--- config.mk ---
export PLATFORM = sky130hd
export DESIGN_NAME = knips_core_p_flat
export DESIGN_NICKNAME = d
export VERILOG_FILES = /design/src/rtl/knips_pkg.sv /design/src/rtl/knips_if.sv /design/src/rtl/knips_alu_p.sv /design/src/rtl/knips_core_p.sv /design/src/flat_wrapper.sv
export SDC_FILE = /design/constraint.sdc
export NUM_CORES = 1
export LEC_CHECK = 0
export ABC_AREA = 1
export CORE_MARGIN = 5
export CORE_UTILIZATION = 45
export DETAILED_ROUTE_END_ITERATION = 16
export PLACE_DENSITY = 0.76
export SETUP_SLACK_MARGIN = 0.05
export SLEW_MARGIN = 20
export SYNTH_ARGS = -nofsm -noshare
export SYNTH_HDL_FRONTEND = slang
export SYNTH_SLANG_ARGS = --single-unit
export TNS_END_PERCENT = 100
--- constraint.sdc ---
create_clock -name clk -period 4.55 [get_ports clk]
set_clock_uncertainty 0.1 [all_clocks]
set_input_delay 0.91 -clock clk [delete_from_list [all_inputs] [get_ports clk]]
set_output_delay 0.91 -clock clk [all_outputs]
set_load 0.02 [all_outputs]
--- src/rtl/knips_pkg.sv ---
// Shared opcode, system sub-op and FSM state definitions for the KNIPS core.
package knips_pkg;

  typedef enum logic [2:0] {
    OP_ADD = 3'b000,
    OP_ADC = 3'b001,
    OP_XOR = 3'b010,
    OP_SHL = 3'b011,
    OP_LD  = 3'b100,
    OP_ST  = 3'b101,
    OP_BZ  = 3'b110,
    OP_SYS = 3'b111
  } opcode_t;

  // Sub-ops carried in the imm field of OP_SYS; anything else is a NOP.
  localparam logic [2:0] SUB_HALT = 3'b000;
  localparam logic [2:0] SUB_CLC  = 3'b001;
  localparam logic [2:0] SUB_SETC = 3'b010;

  localparam int NREGS = 8;

  typedef enum logic [1:0] {
    RUN  = 2'b00,
    MEM  = 2'b01,
    DONE = 2'b10
  } state_t;

endpackage

--- src/rtl/knips_if.sv ---
// Instruction fetch and data memory req/ack bus between the KNIPS core and its memories.
interface knips_if #(
  parameter int DW  = 8,
  parameter int PCW = 10
);
  logic [PCW-1:0] imem_addr;
  logic [8:0]     imem_data;
  logic           dmem_req;
  logic           dmem_we;
  logic [DW-1:0]  dmem_addr;
  logic [DW-1:0]  dmem_wdata;
  logic [DW-1:0]  dmem_rdata;
  logic           dmem_ack;

  modport master (
    output imem_addr, dmem_req, dmem_we, dmem_addr, dmem_wdata,
    input  imem_data, dmem_rdata, dmem_ack
  );

  modport slave (
    input  imem_addr, dmem_req, dmem_we, dmem_addr, dmem_wdata,
    output imem_data, dmem_rdata, dmem_ack
  );
endinterface

--- src/rtl/knips_alu_p.sv ---
// Combinational KNIPS ALU: ADD/ADC/XOR/SHL with carry; zero_o flags operand a for BZ.
module knips_alu_p
  import knips_pkg::*;
#(
  parameter int DW = 8
) (
  input  logic [DW-1:0] a_i,
  input  logic [DW-1:0] b_i,
  input  logic          sc_i,
  input  opcode_t       op_i,
  output logic [DW-1:0] y_o,
  output logic          sc_o,
  output logic          zero_o
);
  localparam int SW = DW + 1;

  logic [DW:0] sum;

  always_comb begin
    sum  = {1'b0, a_i} + {1'b0, b_i} + ((op_i == OP_ADC) ? SW'(sc_i) : SW'(0));
    y_o  = a_i;
    sc_o = sc_i;
    case (op_i)
      OP_ADD, OP_ADC: begin
        y_o  = sum[DW-1:0];
        sc_o = sum[DW];
      end
      OP_XOR: y_o = a_i ^ b_i;
      OP_SHL: begin
        y_o  = {a_i[DW-2:0], sc_i};
        sc_o = a_i[DW-1];
      end
      default: ;
    endcase
  end

  assign zero_o = (a_i == '0);

endmodule

--- src/rtl/knips_core_p.sv ---
// KNIPS core: PC, 8-entry register file, carry, RUN/MEM/DONE control and optional
// perf counters (built only when KNIPS_PERF_CNT_EN is defined, else tied to 0).
module knips_core_p
  import knips_pkg::*;
#(
  parameter int DW  = 8,
  parameter int PCW = 10,
  parameter int CTW = 16
) (
  input  logic           clk,
  input  logic           start_n,
  knips_if.master        bus,
  output logic           halt_o,
  output logic [CTW-1:0] cycle_ct_o,
  output logic [CTW-1:0] instr_ct_o
);
  state_t         state_q, state_d;
  logic [PCW-1:0] pc_q, pc_d;
  logic           sc_q, sc_d;
  logic           halt_q, halt_d;
  logic           req_q, req_d;
  logic           we_q, we_d;
  logic [DW-1:0]  addr_q, addr_d;
  logic [DW-1:0]  wdata_q, wdata_d;
  logic [2:0]     ra_q, ra_d;

  logic [DW-1:0]  regs_q [NREGS];
  logic           rf_we;
  logic [2:0]     rf_idx;
  logic [DW-1:0]  rf_wdata;

  logic [8:0]     instr;
  opcode_t        op;
  logic [2:0]     ra, rb;
  logic [DW-1:0]  a_val, b_val, alu_y;
  logic           alu_sc, alu_zero;
  logic [PCW-1:0] br_off;

  assign instr  = bus.imem_data;
  assign op     = opcode_t'(instr[8:6]);
  assign ra     = instr[5:3];
  assign rb     = instr[2:0];
  assign a_val  = regs_q[ra];
  assign b_val  = regs_q[rb];
  assign br_off = {{(PCW-3){instr[2]}}, instr[2:0]};

  knips_alu_p #(.DW(DW)) u_alu (
    .a_i    (a_val),
    .b_i    (b_val),
    .sc_i   (sc_q),
    .op_i   (op),
    .y_o    (alu_y),
    .sc_o   (alu_sc),
    .zero_o (alu_zero)
  );

  always_comb begin
    state_d  = state_q;
    pc_d     = pc_q;
    sc_d     = sc_q;
    halt_d   = halt_q;
    req_d    = req_q;
    we_d     = we_q;
    addr_d   = addr_q;
    wdata_d  = wdata_q;
    ra_d     = ra_q;
    rf_we    = 1'b0;
    rf_idx   = ra;
    rf_wdata = alu_y;
    case (state_q)
      RUN: begin
        case (op)
          OP_ADD, OP_ADC, OP_XOR, OP_SHL: begin
            rf_we = 1'b1;
            sc_d  = alu_sc;
            pc_d  = pc_q + PCW'(1);
          end
          OP_BZ: pc_d = alu_zero ? pc_q + br_off : pc_q + PCW'(1);
          OP_LD, OP_ST: begin
            // Operands are captured here so the bus stays stable for the whole wait.
            ra_d    = ra;
            addr_d  = b_val;
            wdata_d = a_val;
            we_d    = (op == OP_ST);
            req_d   = 1'b1;
            state_d = MEM;
          end
          default: begin
            pc_d = pc_q + PCW'(1);
            case (instr[2:0])
              SUB_HALT: begin
                pc_d    = pc_q;
                halt_d  = 1'b1;
                state_d = DONE;
              end
              SUB_CLC:  sc_d = 1'b0;
              SUB_SETC: sc_d = 1'b1;
              default:  ;
            endcase
          end
        endcase
      end
      MEM: begin
        if (bus.dmem_ack) begin
          rf_we    = !we_q;
          rf_idx   = ra_q;
          rf_wdata = bus.dmem_rdata;
          pc_d     = pc_q + PCW'(1);
          req_d    = 1'b0;
          state_d  = RUN;
        end
      end
      default: ;
    endcase
  end

  always_ff @(posedge clk or negedge start_n) begin
    if (!start_n) begin
      state_q <= RUN;
      pc_q    <= '0;
      sc_q    <= 1'b0;
      halt_q  <= 1'b0;
      req_q   <= 1'b0;
      we_q    <= 1'b0;
      addr_q  <= '0;
      wdata_q <= '0;
      ra_q    <= '0;
    end else begin
      state_q <= state_d;
      pc_q    <= pc_d;
      sc_q    <= sc_d;
      halt_q  <= halt_d;
      req_q   <= req_d;
      we_q    <= we_d;
      addr_q  <= addr_d;
      wdata_q <= wdata_d;
      ra_q    <= ra_d;
    end
  end

  for (genvar gi = 0; gi < NREGS; gi++) begin : g_rf
    always_ff @(posedge clk or negedge start_n) begin
      if (!start_n) begin
        regs_q[gi] <= '0;
      end else if (rf_we && (rf_idx == 3'(gi))) begin
        regs_q[gi] <= rf_wdata;
      end
    end
  end

  assign bus.imem_addr  = pc_q;
  assign bus.dmem_req   = req_q;
  assign bus.dmem_we    = we_q;
  assign bus.dmem_addr  = addr_q;
  assign bus.dmem_wdata = wdata_q;
  assign halt_o         = halt_q;

`ifdef KNIPS_PERF_CNT_EN
  logic           retire;
  logic [CTW-1:0] cycle_q, cycle_d, instr_q, instr_d;

  assign retire  = ((state_q == RUN) && (op != OP_LD) && (op != OP_ST)) ||
                   ((state_q == MEM) && bus.dmem_ack);
  // Both counters saturate rather than wrap.
  assign cycle_d = (!halt_q && (cycle_q != '1)) ? cycle_q + CTW'(1) : cycle_q;
  assign instr_d = (retire && (instr_q != '1)) ? instr_q + CTW'(1) : instr_q;

  always_ff @(posedge clk or negedge start_n) begin
    if (!start_n) begin
      cycle_q <= '0;
      instr_q <= '0;
    end else begin
      cycle_q <= cycle_d;
      instr_q <= instr_d;
    end
  end

  assign cycle_ct_o = cycle_q;
  assign instr_ct_o = instr_q;
`else
  assign cycle_ct_o = '0;
  assign instr_ct_o = '0;
`endif

endmodule

--- src/flat_wrapper.sv ---
// flat-port wrapper written by rule: the top's interface ports become plain ports
module knips_core_p_flat import knips_pkg::*;
#(
  parameter int DW  = 8,
  parameter int PCW = 10,
  parameter int CTW = 16
)
  (clk, start_n, halt_o, cycle_ct_o, instr_ct_o, bus_imem_addr, bus_dmem_req, bus_dmem_we, bus_dmem_addr, bus_dmem_wdata, bus_imem_data, bus_dmem_rdata, bus_dmem_ack);
  knips_if #(.DW(DW), .PCW(PCW)) bus_i ();
  input  logic clk;
  input  logic start_n;
  output logic halt_o;
  output logic [CTW-1:0] cycle_ct_o;
  output logic [CTW-1:0] instr_ct_o;
  output wire logic [$bits(bus_i.imem_addr)-1:0] bus_imem_addr;
  output wire logic [$bits(bus_i.dmem_req)-1:0] bus_dmem_req;
  output wire logic [$bits(bus_i.dmem_we)-1:0] bus_dmem_we;
  output wire logic [$bits(bus_i.dmem_addr)-1:0] bus_dmem_addr;
  output wire logic [$bits(bus_i.dmem_wdata)-1:0] bus_dmem_wdata;
  input wire logic [$bits(bus_i.imem_data)-1:0] bus_imem_data;
  input wire logic [$bits(bus_i.dmem_rdata)-1:0] bus_dmem_rdata;
  input wire logic [$bits(bus_i.dmem_ack)-1:0] bus_dmem_ack;
  assign bus_imem_addr = bus_i.imem_addr;
  assign bus_dmem_req = bus_i.dmem_req;
  assign bus_dmem_we = bus_i.dmem_we;
  assign bus_dmem_addr = bus_i.dmem_addr;
  assign bus_dmem_wdata = bus_i.dmem_wdata;
  assign bus_i.imem_data = bus_imem_data;
  assign bus_i.dmem_rdata = bus_dmem_rdata;
  assign bus_i.dmem_ack = bus_dmem_ack;
  knips_core_p #(.DW(DW), .PCW(PCW), .CTW(CTW)) u_core (.clk(clk), .start_n(start_n), .bus(bus_i), .halt_o(halt_o), .cycle_ct_o(cycle_ct_o), .instr_ct_o(instr_ct_o));
endmodule
# --- Word level (Yosys, flattened, before mapping) ---
# Index checks and enable logic that the tools add are counted.
word_totals:
  regBits: 99
  latch_bits: 0
  ram_bits: 0
  rom_bits: 0
  elab_cells: 109
  mem_count: 0
classes:
  add_sub_neg: 4
  mul: 0
  n_div: 0
  n_lt_le_gt_ge: 2
  n_eq_ne: 23
  n_shift: 0
  muxes: 30
  bitwise_logic: 5
  n_reduce_logical: 28
ops:
  columns: ["op", "n"]
  rows:
  - ["binary-select mux 8 bit (select 3 bit)", 2]
  - ["two-way mux 8 bit", 6]
  - ["two-way mux 10 bit", 3]
  - ["one-hot mux 10 bit (3 select lines)", 1]
  - ["one-hot mux 8 bit (3 select lines)", 1]
  - ["== test 3 bit (second input constant)", 7]
  - ["one-hot mux 10 bit (2 select lines)", 1]
  - ["== test 3 x 2 -> 1 bit (second input constant)", 5]
  - ["AND reduction 4 bit", 3]
  - ["adder 10 x 1 -> 10 bit (second input constant)", 1]
  - ["adder 10 bit", 1]
  - ["one-hot mux 1 bit (2 select lines)", 5]
  - ["adder 8 x 8 -> 9 bit", 1]
  - ["adder 9 x 1 -> 9 bit", 1]
  - ["== test 3 x 1 -> 1 bit (second input constant)", 3]
  - ["zero test 3 bit", 3]
  - [">= comparator 4 bit (second input constant)", 2]
  - ["logical AND 1 bit", 8]
  - ["zero test 8 bit", 1]
  - ["inverter 3 -> 4 bit", 2]
  - ["one-hot mux 2 bit (2 select lines)", 2]
  - ["bitwise XOR 8 bit", 1]
  - ["OR reduction 7 bit", 1]
  - ["two-way mux 3 bit", 2]
  - ["19 further kinds", 29]

# --- Logic depth before layout (Yosys ltp) ---
# Gate-level depths: netlist (run 1).
depth:
  ltp_word: 9
  ltp_mapped: 20
  ltp_nobuf: 19

# --- Modules after synthesis ---
# From an unflattened synthesis (run 1), not the netlist that was laid out.
unflattened:
  cells_unflattened: 954
  area_unflattened_um2: 6769.0
by_module_without_submodules:
  columns: ["module", "instances", "cells_per_inst", "area_each_um2", "seq_area_each_um2"]
  rows:
  - ["knips_core_p", 1, 827, 6088.3, 2477.4]
  - ["knips_alu_p", 1, 127, 680.7, 0.0]

# --- Worst setup path before layout (run 1) ---
# No wires, ideal clock.
synth_path:
  path_kind: "input -> register"
  from: "in bus_imem_data[0]"
  to: "reg u_core.regs_q[22] (netlist bit)"
  setup_time_ps: 118
  arrival_time_ps: 3340
  required_ps: 4332
  path_slack_ps: 992
  cell_stages: 17
  n_path_buf: 1
  path_cell_list: "inv_2 -> nand2_1 -> inv_2 -> buf_2 -> a21oi_1 -> a22oi_1 -> fa_1 -> inv_1 -> fa_1 -> nor3_1 -> inv_1 -> a21oi_1 -> nor2_1 -> nor2_1 -> nand2_1 -> nand3_1 -> nand2_1"
synth_between:
  elab_chain_len: 9
  word_cells_on_any_way: 10
synth_lines:
  columns: ["element", "line", "source"]
  rows:
  - ["from (decl)", "flat_wrapper.sv:20", "input wire logic [$bits(bus_i.imem_data)-1:0] bus_imem_data;"]
  - ["inverter 3 -> 4 bit (implied by the code) *", "knips_core_p.sv:44", "assign b_val = regs_q[rb];"]
  - ["binary-select mux 8 bit (select 3 bit) *", "knips_core_p.sv:44", null]
  - ["two-way mux 8 bit (implied by the code) * (2 in series)", "knips_core_p.sv:44", null]
  - ["via u_core.b_val[0]", "knips_core_p.sv:35", "logic [DW-1:0] a_val, b_val, alu_y;"]
  - ["adder 8 x 8 -> 9 bit *", "knips_alu_p.sv:20", "sum = {1'b0, a_i} + {1'b0, b_i} + ((op_i == OP_ADC) ? SW'(sc_i) : SW'(0));"]
  - ["adder 9 x 1 -> 9 bit *", "knips_alu_p.sv:20", null]
  - ["one-hot mux 8 bit (3 select lines) *", "knips_alu_p.sv:23", "case (op_i)"]
  - ["two-way mux 8 bit", "knips_core_p.sv:104", "if (bus.dmem_ack) begin"]
  - ["two-way mux 8 bit *", "knips_core_p.sv:70", "case (state_q)"]
  - ["to (signal, indexed assignment)", "knips_core_p.sv:146", "regs_q[gi] <= rf_wdata;"]
  - ["to (decl)", "knips_core_p.sv:27", "logic [DW-1:0] regs_q [NREGS];"]
# Mark *: on every way through the listed nets, which the timed path passes. The rest lies on a longest branch. The select of a mux whose other input is x is not followed.
# A chain may end at the register's enable or synchronous reset.

# --- Worst setup path in the final report (run 1) ---
layout_path:
  from: "in bus_imem_data[0]"
  to: "reg u_core.regs_q[6] (netlist bit)"
# Same word-level chain as after synthesis.

==> reports/results.txt, run 1 <==
NumNets Final = 1,092
Comb power frac = 18.6%
Max Fanout on Critical Path = 11
Starting Density = 45.5%
Crit path from = bus_imem_data[0]
Pleak = 4.19 nW
Max cap viols = 0
Worst-margin pin slew = 0.747 ns
Max H-tree Level = 3
Number of diodes = 0
Outcome = complete, no violations
Slew margin rel. = 50.2%
Placed cells = 1,256
Kind of critical path = in2reg
Unrepaired setup endpoints after global routing = no
Peak supply drop = 144 uV
CP Launch Type = input port
Setup crit end kind = flop
GRT Overall Usage = 22.6%
DRC marker count from the first detailed-route iteration = 827
R2R Path Start = u_core.regs_q[48]$_DFFE_PN0P_
Area delta synth->final = 12.9%
Worst-skew pair later-pin latency = 0.36 ns
Seq/Total Area, Yosys = 34.5%
Clock Pin Slew Worst Setup and Hold Paths = 0.07 ns
Worst hold start = u_core.halt_o$_DFFE_PN0P_
Vias per cell = 5.28
Net switching power = 0.648 mW
Port Buffers = 48
Routed vias = 6,706
Vias in the first global route = 6,063
Routability cong. = 0.937
Synth Flop Type = dfrtp_1
Final Hold Fails = 0
Net Sw Frac = 29.4%
Power Internal = 1.56 mW
CTS max path bufs = 2
CTS buffer count = 9
Period minus WS final = 4.06 ns
WP data required = 4.70 ns
Antenna violations before repair = 0
DRC = 0
Synthesis-stage register bit count = 99
Setup tns final = 0 ns
Chip height = 136 um
EDFF count, synth = 0
Largest net degree at the start of global routing = 78
Core box area = 0.0158 mm2
Post_cts resized = 0
Die Footprint = 0.0186 mm2
GRT overflow = 0
Post-Syn Area = 0.00718 mm2
Unique masters post-synth = 47
Core Util, Final = 51.4%
Routed wire length = 20,600 um
Post-CTS Hold Fix Bufs = 0
First-pass GRT wire length = 32,700 um
Part of the power in registers = 40.9%
Peak Freq = 0.246 GHz
Worst hold path type = reg2reg
Synthesized netlist cell count = 1,003
Power per cell area = 272 mW/mm2
Die width = 136 um
Drt pass-1 iters = 5
Clock Sink Count = 99
CTS tree = built
Max-slew violations = 0
Ports = 81
Tot Pwr = 2.20 mW
ANT nets after route = 0
Period utilization = 89.2%
Final setup viols = 0
Clock Root Buffer = clkbuf_16
Core Rows = 46
Critical path data arrival time = 4.21 ns
Mapped Avg Cell Area = 7.15 um2
Setup bufs post-CTS = 0
Fraction of layout cells with a size suffix above 1 = 10.4%
WL per Instance = 16.2 um
Clk pwr share = 40.4%
Ys async rst share = 100%
Post-DP HPWL = 15,500 um
Non-Filler Instances = 1,271
Synth warnings = 0
WHS = 0.369 ns
==> stage by stage <==
stage	worst slack, ns	cell area, um2
3_5_place_dp	0.173	7760
5_1_grt	0.232	8100
2_1_floorplan	0.992	7290
4_1_cts	0.550	8100
3_3_place_gp	0.243	7760
6_report	0.493	8100
==> synth_stat cells (all sizes together), types with 5 or more instances <==
master | instances | area (um2)
o211ai | 6 | 50.1
inv | 131 | 507
a31oi | 5 | 31.3
xor2 | 8 | 70.1
ha | 18 | 225
nand4 | 18 | 125
clkbuf | 12 | 45.0
o21ai | 79 | 444
o221ai | 6 | 52.6
nand2 | 325 | 1310
or2 | 7 | 43.8
dfrtp | 99 | 2480
nor2 | 48 | 307
buf | 56 | 433
nand3 | 114 | 588
a21oi | 44 | 220
==> power by group through the flow <==
stage | Sequential [mW] | Clock, mW | Combinational (mW)
final | 0.903 | 0.892 | 0.410
after detailed placement | 0.919 | 0 | 0.404
after floorplan | 0.917 | 0 | 0.304
after global routing | 0.904 | 0.937 | 0.454
after CTS | 0.902 | 0.904 | 0.406
after global placement | 0.919 | 0 | 0.400
==> cell type report <==
class                      count  area, um2
fill                        1564       7670
multi-input combinational    735       3830
sequential                    99       2480
timing repair buffer          74        677
inverter                     132        510
tap                          216        270
clock buffer                   9        225
clock inverter                 6        113
==> kinds of logic (layout without fill, tap and decap cells) <==
kind of cell             Yosys count  after routing  synth area share, %
AND/OR/NAND/NOR                  519            519                 33.7
AO/OA/AOI/OAI                    151            151                 12.5
flip-flops                        99             99                 34.5
buffers and inverters            200            221                 13.8
other                              1             32               0.0523
adder cells (fa/ha/maj)           21             21                 3.98
XOR/XNOR                          12             12                 1.46
==> sequential cells by signal, indices dropped and copies added, names as in the netlist <==
register and flops:
u_core.state_q 2, u_core.bus.dmem_we 1, u_core.bus.imem_addr 10, u_core.halt_o 1, u_core.sc_q 1, u_core.bus.dmem_wdata 8, u_core.bus.dmem_addr 8, u_core.regs_q 64
u_core.bus.dmem_req 1, u_core.ra_q 3
==> worst max-delay path, stage by stage <==
cell             delay, ns
clkdlybuf4s50_1       0.59
buf_4                 0.27
a21oi_1               0.13
o21ai_0               0.09
a22oi_1               0.40
fa_1                  0.30
inv_1                 0.07
fa_1                  0.48
nor3_1                0.20
inv_1                 0.07
a21oi_1               0.18
nor2_1                0.07
nor2_1                0.09
nand2_1               0.19
nand3_1               0.13
nand2_1               0.05
==> routing by layer <==
metal | vias up | wire length [um] | part of all wire [%] | GRT usage (%)
li1 | 3263 | - | - | -
met1 | 3159 | 9030 | 44 | 31.0
met2 | 256 | 9770 | 47 | 36.4
met3 | 28 | 1360 | 6.6 | 3.40
met4 | 0 | 423 | 2.1 | 7.95
met5 | - | 0 | 0 | 0
==> worst paths after layout <==
check	to	slack, ns	cells past startpoint
min reg2reg	u_core.halt_o$_DFFE_PN0P_	0.37	2
max	u_core.regs_q[6]$_DFFE_PN0P_	0.49	16
max reg2reg	u_core.regs_q[6]$_DFFE_PN0P_	1.50	15
min	u_core.halt_o$_DFFE_PN0P_	0.37	2
max in group asynchronous	u_core.regs_q[9]$_DFFE_PN0P_	3.07	2
min in group asynchronous	u_core.regs_q[44]$_DFFE_PN0P_	0.48	1
==> cells in the final DEF (no fill, tap or decap), drive strengths merged, types with 5 or more instances in the layout <==
master / synthesis / routed
a31oi: 5 / 5
nand2: 325 / 325
or2: 7 / 7
nand3: 114 / 114
clkdlybuf4s50: 0 / 47
a21oi: 44 / 44
o211ai: 6 / 6
clkbuf: 12 / 9
o221ai: 6 / 6
nor2: 48 / 48
dfrtp: 99 / 99
nand4: 18 / 18
o21ai: 79 / 79
ha: 18 / 18
conb: 1 / 32
xor2: 8 / 8
buf: 56 / 27
inv: 131 / 133
Note: power is estimated with default switching activity, not from simulation.
==> run 2, diff against run 1 <==
--- a/config.mk
+++ b/config.mk
@@ -7,9 +7,9 @@
 export LEC_CHECK = 0
 export ABC_AREA = 1
 export CORE_MARGIN = 5
-export CORE_UTILIZATION = 45
+export CORE_UTILIZATION = 55
 export DETAILED_ROUTE_END_ITERATION = 16
-export PLACE_DENSITY = 0.76
+export PLACE_DENSITY = 0.88
 export SETUP_SLACK_MARGIN = 0.05
 export SLEW_MARGIN = 20
 export SYNTH_ARGS = -nofsm -noshare
==> run 2 against run 1 <==
Register-to-register slack improved by 0.06 ns. Die area is 17% lower. Critical path depth rose by 1. Sequential power is essentially flat. Design area decreased by 1.3%. Fmax fell by 1.7%. Combinational power down 1%. Flip-flop and latch count did not move. Critical endpoint is now u_core.regs_q[46]$_DFFE_PN0P_. Largest cell class unchanged.
==> reports/results.txt, run 2 (synthesized netlist as in run 1, its figures left out) <==
Core Util, Final = 62.9%
Period minus WS final = 4.13 ns
Post-DP HPWL = 15,400 um
Part of the power in registers = 41.8%
FF+latch area = 0.00248 mm2
First-pass GRT wire length = 34,300 um
GRT overflow = 0
Clk pwr share = 39.4%
Max-slew violations = 0
Fill count = 1,167
Area of the multi-input gates = 0.00383 mm2
Peak Freq = 0.242 GHz
Final setup viols = 0
Clock Root Buffer = clkbuf_16
Worst-skew pair later-pin latency = 0.36 ns
M1 WL = 8470 um
DRC marker count from the first detailed-route iteration = 937
Met2 wire len = 9810 um
Vias in the first global route = 6,664
NumNets Final = 1,088
CP delay by family, top = buffers and inverters
Crit-path max cell delay = 0.47 ns
Setup bufs post-CTS = 0
Kind of critical path = in2reg
Peak supply drop = 300 uV
Unrepaired setup endpoints after global routing = no
Vias per cell = 5.66
Max Fanout on Critical Path = 10
ANT nets after route = 0
Period utilization = 90.7%
WHS = 0.363 ns
Pleak = 4.16 nW
Slew margin rel. = 57.3%
WL per Instance = 17.1 um
CTS buffer count = 9
Worst path slowest cell = clkdlybuf4s50_1
Max H-tree Level = 3
Chip height = 124 um
Starting Density = 56.4%
Drt pass-1 iters = 6
Most common cell after layout, fill and taps aside = nand2_1
Fraction of layout cells with a size suffix above 1 = 10.2%
Critical path data arrival time = 4.28 ns
Buffers & Inverters on Critical Path = 4
Met3 WL = 1780 um
Place WS = 0.118 ns
Port Buffers = 48
Most frequent cells in the layout = nand2_1 (305), inv_1 (115), nand3_1 (112)
CP Launch Type = input port
Setup crit end kind = flop
Final Hold Fails = 0
Worst-margin pin slew = 0.638 ns
Comb power frac = 18.8%
Largest net degree at the start of global routing = 47
CTS tree = built
Routed wire length = 21,000 um
Antenna violations before repair = 0
Post_cts resized = 0
CTS max path bufs = 2
Routed vias = 6,924
Number of diodes = 0
Core box area = 0.0127 mm2
Min setup slack post-route = 0.421 ns
Power Internal = 1.50 mW
Clock Sink Count = 99
Core Rows = 41
Max cap viols = 0
Number of flip-flops under the largest register name = 64
Net switching power = 0.657 mW
Setup tns final = 0 ns
Top Metal Used = met4
Net Sw Frac = 30.4%
Die width = 124 um
Outcome = complete, no violations
Area delta synth->final = 11.5%
Post-CTS Hold Fix Bufs = 0
Largest reg by FF count = u_core.regs_q
Crit-path cells = clkdlybuf4s50_1 > inv_1 > nand2_1 > o21ai_0 > a21oi_1 > a22oi_1 > fa_1 > inv_1 > fa_1 > nor3_1 > inv_1 > a21oi_1 > nor2_1 > nor2_1 > nand2_1 > nand3_1 > nand2_1
GRT Overall Usage = 27.3%
Clock Pin Slew Worst Setup and Hold Paths = 0.08 ns
DRC = 0
Worst hold path type = reg2reg
Routability cong. = 1.01
Ports = 81
Tot Pwr = 2.16 mW
WP data required = 4.70 ns
Power per cell area = 270 mW/mm2
Die Footprint = 0.0154 mm2
==> run 2: changes by cell type in the layout (fill, tap and decap cells not counted), sizes merged <==
| cell | change |
|---|---|
| clkinvlp | +2 |
| buf | -4 |
| bufinv | -1 |
==> run 2: final timing paths <==
kind | startpoint | endpoint | slack (ns) | cells past startpoint
min reg2reg | u_core.halt_o$_DFFE_PN0P_ | u_core.halt_o$_DFFE_PN0P_ | 0.36 | 2
max | bus_imem_data[1] | u_core.regs_q[46]$_DFFE_PN0P_ | 0.42 | 17
min in group asynchronous | start_n | u_core.regs_q[32]$_DFFE_PN0P_ | 0.45 | 1
max reg2reg | u_core.regs_q[32]$_DFFE_PN0P_ | u_core.regs_q[46]$_DFFE_PN0P_ | 1.56 | 15
max in group asynchronous | start_n | u_core.regs_q[24]$_DFFE_PN0P_ | 2.98 | 2
min | u_core.halt_o$_DFFE_PN0P_ | u_core.halt_o$_DFFE_PN0P_ | 0.36 | 2
==> run 2: per-stage QoR <==
stage               instances  instance area (um2)
global placement         1208                 7670
finish                   1224                 8000
CTS                      1224                 8000
detailed placement       1208                 7670
global route             1224                 8000
floorplan                1034                 7290
==> run 2: per-layer routing <==
layer  GRT usage (%)  vias up
met1            34.7     3223
met4            13.9        0
met5               0        -
met3            5.79       72
li1                -     3266
met2            43.8      363
==> run 2: final cells by class <==
| class | instances | area share (%) |
|---|---|---|
| multi-input cells | 735 | 47.8 |
| clock inverters | 7 | 1.25 |
| repair buffers | 70 | 8.04 |
| flip-flops and latches | 99 | 31.0 |
| inverters | 132 | 6.38 |
| well taps | 172 | 2.69 |
| clock buffers | 9 | 2.82 |
==> run 2: worst reg2reg max path: cells and delay by family, from the launching register on <==
family,cells,cell delay [ns]
AOI/OAI and AO/OA,4,0.74
buffers and inverters,3,0.22
and+or+nand+nor,6,0.71
adders and majority gates,2,0.73
DFF,1,0.35
==> run 2: power groups by stage <==
| stage | registers (mW) | logic, mW | clock network, mW |
|---|---|---|---|
| after detailed placement | 0.919 | 0.396 | 0 |
| after floorplan | 0.917 | 0.304 | 0 |
| after global placement | 0.918 | 0.390 | 0 |
| final | 0.902 | 0.406 | 0.852 |
| after CTS | 0.902 | 0.398 | 0.861 |
| after global routing | 0.903 | 0.449 | 0.896 |
